--- src/rtl/shift_seq_pkg.sv ---
// Shared types and constants for the shift sequencer slice.
package shift_seq_pkg;

    typedef enum logic [2:0] {
        IDLE,
        LOAD,
        SHIFT,
        PAR,
        DONE
    } state_t;

    localparam logic SEL_PARALLEL = 1'b0;
    localparam logic SEL_SERIAL   = 1'b1;

endpackage

--- src/rtl/shift_reg_dp.sv ---
// NBITS shift register: parallel load or right shift with serial fill into the MSB.
module shift_reg_dp
    import shift_seq_pkg::*;
#(
    parameter int NBITS = 4
) (
    input  logic             clk_2,
    input  logic             reset,
    input  logic             en,
    input  logic             selecao,
    input  logic             ser_in,
    input  logic [NBITS-1:0] din,
    output logic [NBITS-1:0] dout
);

    logic [NBITS-1:0] dout_q;
    logic [NBITS-1:0] dout_d;

    always_comb begin
        dout_d = dout_q;
        if (en) begin
            if (selecao == SEL_PARALLEL) begin
                dout_d = din;
            end else begin
                dout_d = {ser_in, dout_q[NBITS-1:1]};
            end
        end
    end

    always_ff @(posedge clk_2) begin
        if (reset) begin
            dout_q <= '0;
        end else begin
            dout_q <= dout_d;
        end
    end

    assign dout = dout_q;

endmodule

--- src/rtl/shift_seq_ctrl.sv ---
// Load/shift sequencer: FSM, shift counter and parity around shift_reg_dp.
// Define SHIFT_PARITY_EN to append a PAR cycle that drives parity_out on ser_out.
module shift_seq_ctrl
    import shift_seq_pkg::*;
#(
    parameter int NBITS       = 4,
    parameter int NPAR_EN_BIT = 1
) (
    input  logic             clk_2,
    input  logic             reset,
    input  logic             start,
    input  logic [NBITS-1:0] din,
    input  logic             ser_in,
    output logic             ser_out,
    output logic             busy,
    output logic             done,
    output logic [NBITS-1:0] dout,
    output logic [3:0]       bit_cnt,
    output logic             parity_out
);

    localparam logic [3:0] LAST_CNT = 4'(NBITS - 1);

    state_t     state_q, state_d;
    logic [3:0] bit_cnt_q, bit_cnt_d;
    logic       parity_q, parity_d;
    logic       dp_en;
    logic       dp_sel;
    logic       unused_npar_en;

    assign unused_npar_en = (NPAR_EN_BIT != 0);

    always_comb begin
        state_d   = state_q;
        bit_cnt_d = bit_cnt_q;
        parity_d  = parity_q;
        dp_en     = 1'b0;
        dp_sel    = SEL_PARALLEL;
        busy      = 1'b1;
        done      = 1'b0;
        ser_out   = 1'b0;
        case (state_q)
            IDLE: begin
                busy = 1'b0;
                if (start) begin
                    state_d   = LOAD;
                    bit_cnt_d = '0;
                end
            end
            LOAD: begin
                dp_en    = 1'b1;
                dp_sel   = SEL_PARALLEL;
                parity_d = ^din;
                state_d  = SHIFT;
            end
            SHIFT: begin
                dp_en     = 1'b1;
                dp_sel    = SEL_SERIAL;
                ser_out   = dout[0];
                bit_cnt_d = bit_cnt_q + 4'd1;
                if (bit_cnt_q == LAST_CNT) begin
`ifdef SHIFT_PARITY_EN
                    state_d = PAR;
`else
                    state_d = DONE;
`endif
                end
            end
            PAR: begin
`ifdef SHIFT_PARITY_EN
                ser_out = parity_q;
                state_d = DONE;
`else
                state_d = IDLE;
`endif
            end
            DONE: begin
                done    = 1'b1;
                state_d = IDLE;
            end
            default: state_d = IDLE;
        endcase
    end

    always_ff @(posedge clk_2) begin
        if (reset) begin
            state_q   <= IDLE;
            bit_cnt_q <= '0;
            parity_q  <= 1'b0;
        end else begin
            state_q   <= state_d;
            bit_cnt_q <= bit_cnt_d;
            parity_q  <= parity_d;
        end
    end

    assign bit_cnt    = bit_cnt_q;
    assign parity_out = parity_q;

    shift_reg_dp #(
        .NBITS(NBITS)
    ) u_dp (
        .clk_2   (clk_2),
        .reset   (reset),
        .en      (dp_en),
        .selecao (dp_sel),
        .ser_in  (ser_in),
        .din     (din),
        .dout    (dout)
    );

endmodule

--- config.mk ---
export PLATFORM = sky130hd
export DESIGN_NAME = shift_seq_ctrl
export DESIGN_NICKNAME = d
export VERILOG_FILES = /design/src/rtl/shift_seq_pkg.sv /design/src/rtl/shift_reg_dp.sv /design/src/rtl/shift_seq_ctrl.sv
export SDC_FILE = /design/constraint.sdc
export NUM_CORES = 1
export LEC_CHECK = 0
export BUFFER_PORTS_ARGS = -buffer_cell sky130_fd_sc_hd__buf_2
export CORE_AREA = 2 2 39 41
export DETAILED_ROUTE_END_ITERATION = 7
export DIE_AREA = 0 0 41 43
export PLACE_DENSITY = 0.71
export SLEW_MARGIN = 20
export SYNTH_ARGS = -nofsm -noshare
export SYNTH_HDL_FRONTEND = slang
export SYNTH_SLANG_ARGS = --single-unit
--- constraint.sdc ---
create_clock -name clk_2 -period 1.53 [get_ports clk_2]
set_input_delay 0.0765 -clock clk_2 [delete_from_list [all_inputs] [get_ports clk_2]]
set_output_delay 0.0765 -clock clk_2 [all_outputs]
set_load 0.005 [all_outputs]
Word-level counts from Yosys, hierarchy flattened --
Index checks and enable logic that the tools add are counted.
Word-level totals: register bits 12, logic and storage cells 28, input port bits 8
Cells by class: reductions and logical operators 6, multiplexer cells 11, equality and inequality tests 6, add/sub/neg operators 1
Operator list (number):
- 3-bit one-hot mux with 3 select lines | 1
- 4-bit two-way mux | 2
- 4-bit one-hot mux with 2 select lines | 1
- 3-bit two-way mux | 2
- 1-bit two-way mux | 5
- 4-bit by 1-bit adder with 4-bit output, second input constant | 1
- 4-bit by 2-bit == test with 1-bit output, second input constant | 1
- 2-bit inequality test, second input constant | 2
- 2-bit AND reduction | 2
- 4-bit parity | 1
- 3-bit by 1-bit == test with 1-bit output, second input constant | 1
- 3-bit by 2-bit == test with 1-bit output, second input constant | 1
- 3-bit == test, second input constant | 1
- 3-bit zero test | 1
- 2-bit nonzero test | 1
- 2-bit OR reduction | 1

Depth between registers and ports, before layout --
Gate-level depths: netlist of run 1.
depth in word-level cells 3, gate-level depth with buffers 5

Cells and area by module --
From an unflattened synthesis of run 1, not the netlist that was laid out.
Second synthesis, totals: cells, all modules 62, area total of the unflattened synthesis 616.8 µm²
By module, submodules not included:
- shift_seq_ctrl | times used 1, cells each 44, area each 442.9 µm²
- shift_reg_dp | times used 1, cells each 18, area each 173.9 µm²

Worst setup path before layout of run 1 --
OpenSTA, ideal clock, no wires.
path type register -> register, start point register bit_cnt_q[0] (netlist: bit_cnt[0]), end point register state_q[1], setup time 0.128 ns, data arrival time 1.173 ns, slack 0.229 ns, cell stages (with the launch flop) 5, path buffers 0, cells stage by stage dfxtp_1 > ha_1 > or3b_2 > a21oi_1 > nor2_1
On the way: cells in the longest elaborated chain, start to end 3
RTL lines:
- start: declaration | RTL line shift_seq_ctrl.sv:25 | logic [3:0] bit_cnt_q, bit_cnt_d;
- start signal: assignment | RTL line shift_seq_ctrl.sv:92 | bit_cnt_q <= bit_cnt_d;
- 4-bit by 2-bit == test with 1-bit output | RTL line shift_seq_ctrl.sv:61 | if (bit_cnt_q == LAST_CNT) begin
- 2-bit inequality test (no source line)
- 2-bit AND reduction (no source line)
- end signal: assignment | RTL line shift_seq_ctrl.sv:91 | state_q <= state_d;
- end: declaration | RTL line shift_seq_ctrl.sv:24 | state_t state_q, state_d;
Every way passes these cells. A chain may end at the register's enable or synchronous reset.

Final worst setup path of run 1 --
start point register state_q[2], end point register bit_cnt_q[3] (netlist: bit_cnt[3])
On the way: cells in the longest elaborated chain, start to end 3
RTL lines:
- 3-bit by 2-bit == test with 1-bit output / 3-bit zero test (equally long branches) | RTL line shift_seq_ctrl.sv:42 | case (state_q)
- 2-bit nonzero test (no source line) / 2-bit inequality test (equally long branches)
- 2-bit AND reduction (no source line)
Several ways; a longest one is shown, not always the timed one.

==> run metrics, run 1 <==
Worst Hold Class=in2reg; Post-Syn Area=slightly below 600 um^2; CTS Sinks=12; mux contribution to synthesized area=0.05206; CTS root buffer=clkbuf_4; wire length on met1=547 um; clk slew on worst S/H paths=0.07 ns; Power Dens Cells=approximately 910 nW/um^2; Post-route DRC=0; status=complete, no violations; Synth Area in Adders=0.02169; Routed met2 length=594 um; total of max-cap violations=0; Max Root-Sink Buffers=2; met3 WL=81 um; RSZ-0062 raised after global routing=false; fraction of registers with async set/reset=0; Post-Syn Instances=62; Top Metal Used=met4; relative slew slack=0.7312; WL per Instance=12.52 um; Peak Freq=~700 MHz; GRT overflow=0; FF-to-FF path depth=3; vias in the first global route=between 500 and 600; compound-gate portion of the synthesized area=0.1627; Synth top cells by count=dfxtp_1 (12), nor2_1 (6), a21oi_1 (5), o21ai_0 (5), a211oi_1 (4); syn_area_per_cell=9.303 um^2; CP max-delay cell=or4b_1; Post-DRT Antenna Nets=0; YS warnings=0; layout cells sized above 1=0.3494; most frequent cell after synthesis=dfxtp_1; Post-CTS Hold Buffers=0; biggest cell delay along the critical path=0.49 ns; Worst Path Required=1.73 ns; Main synth FF type=dfxtp_1; final wirelength=1239 um; gp weighted congestion=0.6936; register area share after synthesis=0.4165; Fin Hold WS=0.06678 ns; simple logic cell fraction of the synthesized area=0.2798; initial antenna violation count=0; CP max FO=7; Final Hold Vio Count=0; Initial Utilization=0.4168; Post-synth EDFFs=0; die area=1763 um^2; final setup fails=0; postcts setup bufs=0; static leakage=0.3060 nW; drt first-iter violations=3; vias=532; row cnt=14; synth top area cells=dfxtp_1 (42%), mux2i_1 (5.2%), a211oi_1 (5.2%); Synth top area share=0.4165; setup_tns=0 ns; Die X-Extent=between 40 and 50 um; first-pass GRT wire length=2166 um; Num CTS Buffers=3; Synth cell types=27; largest family of logic cells by synthesized area=simple AND/OR/NAND/NOR gates; Syn-to-layout area delta=24.51%; H-Tree Level Count=1; Seq cells post-synth=12; Worst Setup Path Type=reg2reg; crit start category=flop; DR pass1 iterations=3; final worst clock skew=between 0.001 and 0.0015 ns; largest net degree at the start of global routing=13; Total Routing Usage GR=0.1813; Critical Path, Cell by Cell=or2_4 > or4b_1 > a31oi_1; DPL Wire Length=between 900 and 1000 um; clk_lat worst skew=between 0.2 and 0.3 ns; VDD IR max=547.2 uV; Vert. Die Dim=about 43 um; nets=94; final period utilization=0.9162; minimum clock period=1.402 ns; vias per cell=5.374; ant diodes=0; CTS tree=built; Hold Path Cell Cnt=2; Crit path arrival time=1.60 ns; worst-margin pin slew=0.4027 ns; Final Max Slew Viols=0; Syn Nets=71; Crit. End Element=flop; # resized after CTS=0; Layout Utilization=0.5190; io pins=20; core area=1384 um^2; Synth Area in XOR/XNOR=0.04555; Buffers on Ports=19; leading area contributor after synthesis=dfxtp_1
## logic make-up after synthesis
| group | Yosys count |
|---|---|
| and+or+nand+nor | 24 |
| xor gates and xnor gates | 3 |
| AOI/OAI and AO/OA | 16 |
| DFF | 12 |
| muxes | 3 |
| adders and majority gates | 1 |
| buffers and inverters | 3 |
## critical path, delay by kind of cell (launching register included)
family	cells	cell delay, ns
AOI/OAI and AO/OA	1	0.17
DFF	1	0.39
and+or+nand+nor	2	0.76
## registers in the layout, indices dropped and copies added (netlist names)
register and flops:
bit_cnt 4, parity_out 1, u_dp.dout 4, state_q 3
## metal layers
metal  vias up  global-route usage
met4         0             0.06000
met3         4             0.07853
met5         -                   0
met1       240              0.2078
li1        271                   -
met2        17              0.2875
## cells in the final DEF, fill, tap and decap left out, drive strengths merged, types with 2 or more instances in the layout
cell type	synthesis	routed
a211oi	4	4
a21oi	5	5
buf	1	21
clkbuf	2	3
dfxtp	12	12
mux2i	3	3
nand3	2	2
nor2	6	6
nor3b	4	4
o21ai	5	5
or3b	2	2
xnor2	3	3
## power by group
group / total, mW / switching [mW] / internal, mW / leakage [nW]
Sequential: 0.348 / 0.0171 / 0.331 / 0.0982
Clock: 0.196 / 0.105 / 0.0911 / 0.0138
Combinational: 0.108 / 0.0503 / 0.0572 / 0.194
## stage by stage
| stage | power [mW] | instances | cell area, um^2 | setup slack [ns] |
|---|---|---|---|---|
| 5_1_grt | 0.6864 | 99 | 718.2 | 0.01795 |
| 4_1_cts | 0.6653 | 99 | 716.9 | 0.01203 |
| 2_1_floorplan | 0.4192 | 62 | 576.8 | 0.2292 |
| 3_3_place_gp | 0.4607 | 96 | 694.4 | 0.1752 |
| 3_5_place_dp | 0.4636 | 96 | 694.4 | 0.1363 |
| 6_report | 0.6515 | 99 | 718.2 | 0.1282 |
## cell type report
type,count,area (um^2)
flip-flops and latches,12,241.5
fillers,133,665.6
multi-input cells,47,324.1
repair buffers,21,110.1
well taps,16,20.02
clock buffers,3,22.52
## worst paths after layout
kind                              startpoint           end  slack (ns)
worst min register to register  u_dp.dout[3]  u_dp.dout[3]        0.51
worst max-delay path              state_q[2]    bit_cnt[3]        0.13
worst min-delay path                   start    state_q[0]        0.07
worst max register to register    state_q[2]    bit_cnt[3]        0.13
Power figures use the tool's default switching activity.
==> run 2: changes to the inputs <==
--- a/config.mk
+++ b/config.mk
@@ -6,10 +6,12 @@
 export NUM_CORES = 1
 export LEC_CHECK = 0
 export BUFFER_PORTS_ARGS = -buffer_cell sky130_fd_sc_hd__buf_2
-export CORE_AREA = 2 2 39 41
+export CELL_PAD_IN_SITES_DETAIL_PLACEMENT = 1
+export CELL_PAD_IN_SITES_GLOBAL_PLACEMENT = 2
+export CORE_AREA = 2 2 50 52
 export DETAILED_ROUTE_END_ITERATION = 7
-export DIE_AREA = 0 0 41 43
-export PLACE_DENSITY = 0.71
+export DIE_AREA = 0 0 52 54
+export PLACE_DENSITY_LB_ADDON = 0.1
 export SLEW_MARGIN = 20
 export SYNTH_ARGS = -nofsm -noshare
 export SYNTH_HDL_FRONTEND = slang
==> run 2 against run 1 <==
  * Combinational power about the same
  * Flip-flop and latch count unchanged
  * Routed wire length is 13% higher
  * Utilization down 19 points
  * Setup slack gained 0.022 ns
  * Global-route usage is 6.7 points lower
  * Design area increased by 5.4%
  * Largest power group unchanged
  * Clock-buffer cell count is 1 higher
  * Critical path type unchanged
  * Clock power increased by 34%
==> run metrics, run 2 (synthesis results as in run 1) <==
status=complete, no violations; critical path buffer and inverter count=0; vias in the first global route=just under 500; Num CTS Buffers=3; Crit. End Element=flop; clk_lat worst skew=0.27 ns; Total Routing Usage GR=0.1141; final-layout fill cell count=293; Post-route DRC=0; Power Dens Cells=about 950 nW/um^2; Post-CTS Hold Buffers=0; DR pass1 iterations=3; initial antenna violation count=0; Final Hold Vio Count=0; FF-to-FF path depth=3; layout cells sized above 1=0.3647; CTS Sinks=12; Layout Utilization=0.3263; commonest non-fill, non-tap cell in the layout=buf_2; Max Root-Sink Buffers=2; largest net degree at the start of global routing=13; Worst path depth=3; drt first-iter violations=8; CP max-delay cell=or4b_1; Worst Path Required=1.74 ns; first-pass GRT wire length=2332 um; final worst clock skew=0.001739 ns; Peak Freq=725.0 MHz; Hold Path Cell Cnt=2; RSZ-0062 raised after global routing=false; final wirelength=1399 um; vias=515; gp weighted congestion=about 0.62; final period utilization=0.9015; crit start category=flop; ant diodes=0; setup_tns=0 ns; CTS root buffer=clkbuf_4; Final WS setup=between 0.15 and 0.2 ns; core area=between 2000 and 2500 um^2; Post-DRT Antenna Nets=0; Critical Path, Cell by Cell=or2_4 > or4b_1 > a31oi_1; CP max FO=7; CTS tree=built; Worst Setup Path Type=reg2reg; Crit path arrival time=~1.6 ns; GRT overflow=0; biggest cell delay along the critical path=0.49 ns; VDD IR max=373.0 uV; Buffers on Ports=19; minimum clock period=1.379 ns; vias per cell=4.478; relative slew slack=0.7198; io pins=20; die area=roughly 2800 um^2; worst-margin pin slew=between 0.4 and 0.5 ns; WL per Instance=12.17 um; row cnt=18; DPL Wire Length=~1100 um; Worst Hold Class=in2reg; Initial Utilization=0.2487; total of max-cap violations=0; Place WS=roughly 0.16 ns; Vert. Die Dim=54 um; final setup fails=0; Worst path top cell family by delay=simple AND/OR/NAND/NOR gates; clk slew on worst S/H paths=~0.090 ns; Syn-to-layout area delta=31.24%; H-Tree Level Count=1; nets=95; most frequent cells in the layout=buf_2 (19), dfxtp_1 (11), nor2_1 (6); Final Max Slew Viols=0; Die X-Extent=between 50 and 60 um; Fin Hold WS=between 0.08 and 0.09 ns; static leakage=0.3186 nW
## run 2: routing by layer
metal  up-vias  track usage  part of all wire
met5         -            0                 0
met4         0      0.05263             0.011
met3         2      0.02500             0.051
met2        13       0.1688              0.40
met1       227       0.1569              0.54
li1        273            -                 -
## run 2: repair_timing
action | in CTS | in global routing
setup buffers | 0 | 0
endpoints found under the setup margin | 0 | 1
resized for setup | 0 | 1
## run 2: where the power goes
part	leakage, nW	total, mW	switching (mW)	internal, mW
Sequential	0.0982	0.348	0.0174	0.331
Combinational	0.199	0.110	0.0523	0.0576
Clock	0.0210	0.262	0.118	0.144
## run 2: final cells by class
class / count / area (um^2) / share of cell area
Tap cell: 30 / 37.54 / 0.04959
Timing Repair Buffer: 22 / 117.6 / 0.1554
Clock buffer: 4 / 36.28 / 0.04793
Sequential cell: 12 / 241.5 / 0.3190
Multi-Input combinational cell: 47 / 324.1 / 0.4281
## run 2: path summary, 6_finish.rpt
kind         startpoint         end  slack (ns)
max          state_q[2]  bit_cnt[3]        0.15
min               start  state_q[0]        0.08
max reg2reg  state_q[2]  bit_cnt[3]        0.15
min reg2reg  parity_out  parity_out        0.51
## run 2: through the flow
| step | std cells | power, mW | cell area [um^2] |
|---|---|---|---|
| after floorplan | 62 | 0.4192 | 576.8 |
| after global placement | 111 | 0.4674 | 719.4 |
| after detailed placement | 111 | 0.4662 | 719.4 |
| after CTS | 115 | 0.7316 | 755.7 |
| after global routing | 115 | 0.7595 | 757.0 |
| final | 115 | 0.7201 | 757.0 |
==> run 3: changes to the inputs <==
--- a/config.mk
+++ b/config.mk
@@ -6,6 +6,7 @@
 export NUM_CORES = 1
 export LEC_CHECK = 0
 export BUFFER_PORTS_ARGS = -buffer_cell sky130_fd_sc_hd__buf_2
+export CAP_MARGIN = 5
 export CELL_PAD_IN_SITES_DETAIL_PLACEMENT = 1
 export CELL_PAD_IN_SITES_GLOBAL_PLACEMENT = 2
 export CORE_AREA = 2 2 50 52
@@ -15,4 +16,5 @@
 export SLEW_MARGIN = 20
 export SYNTH_ARGS = -nofsm -noshare
 export SYNTH_HDL_FRONTEND = slang
+export SYNTH_HIERARCHICAL = 1
 export SYNTH_SLANG_ARGS = --single-unit
==> run 3 against run 2 <==
  * Flip-flop and latch count is the same
  * Utilization increased by 1.1 points
  * Critical path depth grew 1
  * Maximum frequency decreased by 2.0%
  * First-iteration DRC count down 25%
  * Design area up 3.3%
  * Clock-buffer cell count down 1
  * Combinational power rose by 23%
  * Sequential power grew 1%
  * Sequential share of layout area is 1.0 points lower
  * Hold slack gained 0.075 ns
  * Largest power group unchanged
==> run metrics, run 3 <==
Main synth FF type=dfxtp_1; CTS tree=built; most frequent cell after synthesis=dfxtp_1; Peak Freq=710.7 MHz; Power Dens Cells=862.6 nW/um^2; Hold Path Cell Cnt=2; static leakage=0.3311 nW; layout cells sized above 1=0.4167; relative slew slack=0.7760; Worst path top cell family by delay=flip-flops; Post-route DRC=0; vias=547; largest net degree at the start of global routing=13; DR pass1 iterations=3; dpl cells=approximately 110; Vert. Die Dim=54 um; worst-margin pin slew=0.3355 ns; total of max-cap violations=0; GRT overflow=0; Worst path depth=4; io pins=20; syn_area_per_cell=9.949 um^2; ant diodes=0; commonest non-fill, non-tap cell in the layout=buf_2; compound-gate portion of the synthesized area=0.1420; Num CTS Buffers=3; Final WS setup=0.1229 ns; final setup fails=0; Max Root-Sink Buffers=2; first-pass GRT wire length=2346 um; status=complete, no violations; Worst Setup Path Type=reg2out; Synth top cells by count=dfxtp_1 (12), nor2_1 (6), a211oi_1 (5), mux2i_1 (5); Synth cell types=28; crit start category=flop; setup_tns=0 ns; fraction of registers with async set/reset=0; synth top area cells=dfxtp_1 (39%), mux2i_1 (8.1%), a211oi_1 (6.1%); biggest cell delay along the critical path=about 0.40 ns; critical path buffer and inverter count=2; HP Start=reset; Post-DRT Antenna Nets=0; CP max FO=11; CTS Sinks=12; Post-synth EDFFs=0; Post-CTS Hold Buffers=0; Final Max Slew Viols=0; VDD IR max=333.6 uV; Post-Syn Area=between 600 and 700 um^2; Post-DP Area=roughly 760 um^2; Post-Syn Instances=62; Die X-Extent=52 um; Buffers on Ports=19; Tot Pwr=0.6745 mW; Final Hold Vio Count=0; Initial Utilization=0.2659; Worst Hold End=bit_cnt[3]; worst r2r src=state_q[2]; clk_lat worst skew=0.26 ns; DPL Wire Length=1077 um; Layout Utilization=0.3371; CTS root buffer=clkbuf_4; nets=95; WL per Instance=12.30 um; clk slew on worst S/H paths=around 0.070 ns; Syn-to-layout area delta=26.77%; Worst Hold Class=in2reg; vias per cell=4.798; largest family of logic cells by synthesized area=simple AND/OR/NAND/NOR gates; YS warnings=6; Seq cells post-synth=12; final-layout fill cell count=281; CP max-delay cell=dfxtp_1; simple logic cell fraction of the synthesized area=0.2637; Worst Path Required=about 1.5 ns; core area=2320 um^2; register area share after synthesis=0.3895; Non-Filler Instances=approximately 110; final period utilization=0.9197; mux contribution to synthesized area=0.08114; RSZ-0062 raised after global routing=false; Total Routing Usage GR=0.1159; row cnt=18; Crit. End Element=output pin; final instance area=782.0 um^2; FF-to-FF path depth=3; gp weighted congestion=0.7243; Fin Hold WS=0.1565 ns; leading area contributor after synthesis=dfxtp_1; Reg2Reg Setup Slack=between 0.1 and 0.15 ns; Synth top area share=0.3895; most frequent cells in the layout=buf_2 (19), dfxtp_1 (11), nor2_1 (6); vias in the first global route=about 540; Critical Path, Cell by Cell=nor3b_4 > buf_4 > and2_1 > buf_2; Syn Nets=71; H-Tree Level Count=1; initial antenna violation count=0; Synth Area in Adders=0.02028; final worst clock skew=between 0.004 and 0.005 ns; Crit path arrival time=1.33 ns; Place WS=0.1474 ns; minimum clock period=between 1 and 1.5 ns; final wirelength=1402 um; die area=2808 um^2; Reg-to-Reg End=bit_cnt[3]; Synth Area in XOR/XNOR=0.05680; drt first-iter violations=6
## run 3: cell count changes after synthesis, sizes merged, moves of 2 or more
cell | before | now
o21ai | 5 | 0
buf | 1 | 4
nor3b | 4 | 2
a211oi | 4 | 6
nand2b | 1 | 4
mux2i | 3 | 5
## run 3: repair_timing
action                                  4_1_cts  5_1_grt
gates resized for setup                       0        1
endpoints found under the setup margin        0        1
hold endpoints to repair                      0        0
setup buffers                                 0        0
## run 3: power by group
part           leakage [nW]  internal [mW]  total, mW  switching, mW
registers            0.0984          0.333      0.352         0.0193
clock network        0.0138         0.0907      0.187         0.0961
logic                 0.219         0.0721      0.135         0.0633
total                 0.331          0.496      0.675          0.179
## run 3: metal layers
layer | track usage | vias to the layer above | part of all wire | routed length, um
met2 | 0.1941 | 13 | 0.50 | 703
met3 | 0.02500 | 2 | 0.045 | 63
met5 | 0 | - | 0 | 0
li1 | - | 268 | - | -
met4 | 0.06579 | 0 | 0.0086 | 12
met1 | 0.1369 | 264 | 0.44 | 622
## run 3: cell type report
class	count	area, um^2	area share
Clock buffer	3	22.52	0.02880
Sequential cell	12	241.5	0.3088
Timing Repair Buffer	24	132.6	0.1696
Multi-Input combinational cell	45	347.8	0.4448
Tap cell	30	37.54	0.04800
## run 3: worst max-delay path by stage
stage	endpoint	slack (ns)	startpoint
after floorplan	bit_cnt[3]	0.21	state_q[2]
after global placement	bit_cnt[3]	0.18	state_q[2]
after detailed placement	bit_cnt[3]	0.15	state_q[2]
after CTS	ser_out	0.04	state_q[1]
after global routing	ser_out	0.009	state_q[2]
final	ser_out	0.12	state_q[2]
## run 3: worst reg2reg max path: stages (launching register included)
cell	delay (ns)
dfxtp_1	0.40
or4b_4	0.61
mux2i_1	0.18
a211oi_2	0.09
## run 3: cells by family after synthesis
family	Yosys count
xor+xnor	4
fa+ha+maj	1
mux	5
flops	12
buf+inv	5
simple gates	23
compound gates	12
